<file path="config.mk">
export PLATFORM = sky130hd
export DESIGN_NAME = plic_claim_agent
export DESIGN_NICKNAME = d
export VERILOG_FILES = /design/src/rtl/plic_pkg.sv /design/src/rtl/plic_spurious_counter.sv /design/src/rtl/plic_claim_agent.sv
export SDC_FILE = /design/constraint.sdc
export NUM_CORES = 1
export LEC_CHECK = 0
export ABC_AREA = 1
export CAP_MARGIN = 0
export CORE_UTILIZATION = 41
export DETAILED_ROUTE_END_ITERATION = 8
export PLACE_DENSITY = 0.85
export SYNTH_ARGS = -nofsm -noshare
export SYNTH_HDL_FRONTEND = slang
export SYNTH_HIERARCHICAL = 1
export SYNTH_SLANG_ARGS = --single-unit
</file>
<file path="constraint.sdc">
create_clock -name clk -period 3.1 [get_ports clk]
set_input_delay 0.465 -clock clk [delete_from_list [all_inputs] [get_ports clk]]
set_output_delay 0.465 -clock clk [all_outputs]
set_load 0.05 [all_outputs]
</file>
<file path="src/rtl/plic_pkg.sv">
// plic_pkg: shared PLIC address map, claim agent states and ID width.
// Used by both the interrupt controller and the claim agent.
package plic_pkg;

  localparam int ID_W = 32;

  typedef enum logic [2:0] {
    ST_INIT     = 3'd0,
    ST_IDLE     = 3'd1,
    ST_CLAIM    = 3'd2,
    ST_PRESENT  = 3'd3,
    ST_SERVICE  = 3'd4,
    ST_COMPLETE = 3'd5
  } plic_state_e;

  // Number of 32-bit words needed to hold one bit per source.
  function automatic logic [31:0] src_words(
    input logic [31:0] n
  );
    return (n + 32'd31) >> 5;
  endfunction

  // Priority threshold register: skips the priority array
  // and the pending/enable bitmaps.
  function automatic logic [31:0] thr_addr(
    input logic [31:0] base,
    input logic [31:0] n
  );
    return base + 32'd4 + (n << 2)
         + (src_words(n) << 3) + 32'd4;
  endfunction

  // Claim/complete register follows the threshold.
  function automatic logic [31:0] cc_addr(
    input logic [31:0] base,
    input logic [31:0] n
  );
    return thr_addr(base, n) + 32'd4;
  endfunction

endpackage

</file>
<file path="src/rtl/plic_spurious_counter.sv">
// plic_spurious_counter: 8-bit saturating event counter.
// Counts up on inc, sticks at 255.
module plic_spurious_counter
  import plic_pkg::*;
(
  input  logic       clk,
  input  logic       rst,
  input  logic       inc,
  output logic [7:0] count
);

  // Saturating increment; holds at all-ones.
  always_ff @(posedge clk) begin
    if (rst) begin
      count <= 8'd0;
    end else if (inc && (count != 8'hFF)) begin
      count <= count + 8'd1;
    end
  end

endmodule

</file>
<file path="src/rtl/plic_claim_agent.sv">
// plic_claim_agent: claims PLIC interrupts, hands IDs to the core
// and writes completion back once the core has serviced them.
module plic_claim_agent
  import plic_pkg::*;
#(
  parameter logic [31:0] BASE_ADDRESS    = 32'h8004_0000,
  parameter logic [31:0] N_INTERRUPTS    = 32'd32,
  parameter logic [31:0] THRESHOLD_VALUE = 32'h0
) (
  input  logic            clk,
  input  logic            rst,
  input  logic            interrupt_service_request,
  output logic [31:0]     addr,
  output logic            ren,
  output logic            wen,
  output logic [31:0]     wdata,
  input  logic [31:0]     rdata,
  output logic            irq_valid,
  output logic [ID_W-1:0] irq_id,
  input  logic            irq_ready,
  input  logic            irq_done,
  output logic [7:0]      spurious_count,
  output logic            busy
);

  localparam logic [31:0] THR_ADDR =
    thr_addr(BASE_ADDRESS, N_INTERRUPTS);
  localparam logic [31:0] CC_ADDR =
    cc_addr(BASE_ADDRESS, N_INTERRUPTS);

  plic_state_e     state_q;
  plic_state_e     state_d;
  logic            pending_q;
  logic            pending_clr;
  logic [ID_W-1:0] id_q;
  logic            spur_inc;

  // State, pending flag and claimed ID registers.
  always_ff @(posedge clk) begin
    if (rst) begin
      state_q   <= ST_INIT;
      pending_q <= 1'b0;
      id_q      <= '0;
    end else begin
      state_q <= state_d;
      // A new pulse wins over the clear in the same cycle.
      if (interrupt_service_request) begin
        pending_q <= 1'b1;
      end else if (pending_clr) begin
        pending_q <= 1'b0;
      end
      if (state_q == ST_CLAIM) begin
        id_q <= rdata;
      end
    end
  end

  // Next-state logic; only state transitions look at inputs.
  always_comb begin
    state_d     = state_q;
    pending_clr = 1'b0;
    spur_inc    = 1'b0;
    unique case (state_q)
      ST_INIT: begin
        state_d = ST_IDLE;
      end
      ST_IDLE: begin
        if (pending_q) begin
          pending_clr = 1'b1;
          state_d     = ST_CLAIM;
        end
      end
      ST_CLAIM: begin
        if (rdata == '0) begin
          spur_inc = 1'b1;
          state_d  = ST_IDLE;
        end else begin
          state_d = ST_PRESENT;
        end
      end
      ST_PRESENT: begin
        if (irq_ready) begin
          state_d = ST_SERVICE;
        end
      end
      ST_SERVICE: begin
        if (irq_done) begin
          state_d = ST_COMPLETE;
        end
      end
      ST_COMPLETE: begin
        state_d = ST_IDLE;
      end
      default: begin
        state_d = ST_INIT;
      end
    endcase
  end

  // Bus and core outputs decoded from state; reset masks the
  // INIT write so nothing reaches the bus while rst is high.
  always_comb begin
    addr      = '0;
    ren       = 1'b0;
    wen       = 1'b0;
    wdata     = '0;
    irq_valid = 1'b0;
    irq_id    = '0;
    busy      = (state_q != ST_IDLE);
    if (!rst) begin
      unique case (state_q)
        ST_INIT: begin
          wen   = 1'b1;
          addr  = THR_ADDR;
          wdata = THRESHOLD_VALUE;
        end
        ST_CLAIM: begin
          ren  = 1'b1;
          addr = CC_ADDR;
        end
        ST_PRESENT: begin
          irq_valid = 1'b1;
          irq_id    = id_q;
        end
        ST_COMPLETE: begin
          wen   = 1'b1;
          addr  = CC_ADDR;
          wdata = id_q;
        end
        default: begin
        end
      endcase
    end
  end

  plic_spurious_counter u_spur (
    .clk   (clk),
    .rst   (rst),
    .inc   (spur_inc),
    .count (spurious_count)
  );

endmodule
</file>
==> summary.txt <==
Logic synthesis
  – Top post-synthesis cells by count: 109 x nor2_1, 45 x inv_1, 44 x dfxtp_1, 40 x a21oi_1, 36 x nand2_1
  – Most frequent cell after synthesis: nor2_1
  – Sequential cell area fraction in the yosys report: 35.04%
  – Cells after Synth: 390
  – Yosys top cell by area: dfxtp_1
  – Synth warn: 6
  – Number of library cell types mapped by synthesis: 24
  – Largest cells by area after synthesis: dfxtp_1 35%, nor2_1 16%, buf_4 10%
  – Number of flops mapped to enable cells by yosys: 0
  – Avg Synthesized Cell Area: 6.445 um^2
  – Asr flop ratio synth: 0%
  – Synth top area share: 35.04%
  – Main flop type after synthesis: dfxtp_1
  – Number of storage elements in the synthesis netlist: 44
  – Cell area after technology mapping: 0.002514 mm^2

Power
  – Leakage power figure: 1.615 nW
  – Maximum vdd ir drop: 0.5052 mV
  – PwrDens: 532.4 mW/mm^2

CTS
  – Maximum clock path buffer count: 2
  – Clk sinks: 44
  – Clock transition time at the flip-flop clock pins of the worst setup and hold paths: 80 ps
  – Cells resized by post-CTS repair: 0
  – TritonCTS clock tree: done
  – Number of setup buffers added after CTS: 0
  – Count of H-tree levels built during CTS: 2
  – Clock latency on the worst-skew pair: 290 ps
  – Clock buffers created by TritonCTS: 5
  – Post-CTS Hold Buffers: 0
  – CTS root buf: clkbuf_8

Flow run
  – Max Cap Viol: 0

Place
  – Cell count after placement: 564
  – Setup slack at placement: 439.6 ps
  – Number of buffers added on ports: 117
  – Gp weighted congestion: 0.8030
  – Placed wire-length estimate: 5.165 mm

Critical path
  – Required time at the endpoint of the critical path: 2630 ps
  – Largest fanout on the critical path: 20
  – Crit end category: primary output
  – Startpoint Class: primary input
  – Data arrival time at the worst-slack endpoint: 2150 ps
  – Classification of the worst setup path: in2out

Timing
  – Setup repair after global routing missed its margin: no
  – Worst-case clock skew: 3.640 ps
  – Fin crit share: 84.45%
  – Setup Viol. Count Final: 0
  – Hold violation count in the final report: 0
  – Relative slew slack: 57.04%
  – Post-layout worst setup margin: 481.9 ps
  – Final Slew Violations: 0
  – Min Tclk post-route: 2618 ps
  – F_max: 382.0 MHz
  – Summed negative setup slack over all endpoints: 0 ps
  – Worst hold-check slack: 479.1 ps
  – Actual transition at the worst max-transition pin: 642.6 ps

Drt
  – 1st-iter DRT viols: 119
  – Routed wire length: 6.744 mm
  – Post-route DRC violation count: 0
  – Count of TritonRoute iterations in the first routing pass: 4
  – Vias: 2645
  – Routed length per instance: 11.79 um
  – Antenna Violating Nets Remaining: 0
  – Detailed-route vias per instance: 4.624

GRT
  – Vias in the first global route: 2277
  – Wire length of the first global-routing pass: 10.63 mm
  – Global Route Usage Sum: 21.27%
  – Antenna violations before repair: 0
  – Global-route congestion overflow total: 0
  – Largest net degree at the start of global routing: 69

Floorplanning
  – Initial core utilization: 42.46%
  – Area of the placeable core: 0.005921 mm^2
  – Die ar.: 0.006448 mm^2
  – Die width: 80.30 um
  – I/O Pins: 145
  – FP Rows: 28
  – Chip Height: 80.30 um

Cells and area
  – Layout cell share with drive strength beyond 1: 19.52%
  – Ant. Diodes: 0
  – Net count of the finished layout: 534
  – FILL cells: 515
  – Post-layout instance count excluding filler cells: 572
  – Area delta synth->final: 56.35%
  – Final core occ: 66.38%

Status
  – Result of the run: finished, final reports clean

Min path
  – Class of the most critical hold timing path: reg2reg
[per-layer routing]
metal / GRT usage (%) / up-vias / routed length [um]
li1: - / 1360 / -
met1: 25.38 / 1175 / 2789
met2: 37.95 / 97 / 3485
met3: 3.636 / 13 / 369
met4: 7.679 / 0 / 99
met5: 0 / - / 0
[path summary, 6_finish.rpt]
check	start	end	slack, ps	depth (start not counted)
max	rst	wdata[4]	480	6
min	id_q[26]	id_q[26]	480	2
max reg2reg	state_q[0]	u_spur/count[6]	1150	10
min reg2reg	id_q[26]	id_q[26]	480	2
[through the flow]
| stage | power (mW) | cell area [um^2] |
|---|---|---|
| 3_3_place_gp | 1.651 | 3822 |
| 5_1_grt | 2.230 | 3930 |
| 6_report | 2.092 | 3930 |
| 4_1_cts | 2.110 | 3930 |
| 2_1_floorplan | 1.486 | 2611 |
| 3_5_place_dp | 1.682 | 3822 |
[registers in the layout (all words and copies together) (netlist names)]
| signal | count |
|---|---|
| id_q | 32 |
| u_spur/count | 8 |
| state_q | 3 |
| pending_q | 1 |
[logic make-up after synthesis]
family                   count (synthesis)  share of synthesized area (%)
AND/OR/NAND/NOR                        168                          27.63
buffers and inverters                   99                          21.15
AO/OA/AOI/OAI                           77                          15.53
flip-flops                              44                          35.04
adder cells (fa/ha/maj)                  1                         0.4977
other                                    1                         0.1492
[critical path: stages]
cell	delay, ps
clkdlybuf4s50_1	420
inv_1	80
nand3_1	460
buf_12	350
nor2_1	200
buf_12	170
[report_power, final]
group | switching, mW | internal, mW | total (mW)
logic | 0.640 | 0.267 | 0.907
registers | 0.0575 | 0.706 | 0.763
clock network | 0.183 | 0.239 | 0.422
total | 0.881 | 1.21 | 2.09
[layout by cell type (no fill, tap or decap), types with 9 or more instances in the layout]
cell,Yosys,routed
inv_1,45,45
dfxtp_1,44,44
o21ai_0,31,31
clkdlybuf4s50_1,0,48
nand3_1,9,9
conb_1,1,27
buf_12,0,34
buf_4,35,40
nand2_1,36,36
a21oi_1,40,40
nor2_1,109,109
[final cells by class]
class                           instances  area, um^2  area share (%)
Multi-Input combinational cell        273        1199           30.50
Inverter                               50       187.7           4.776
Timing Repair Buffer                  122        1461           37.19
Clock buffer                            6       72.57           1.847
Sequential cell                        44       880.8           22.41
Clock inverter                          2       35.03          0.8914
Tap cell                               75       93.84           2.388
Note: power is estimated with default switching activity, not from simulation.
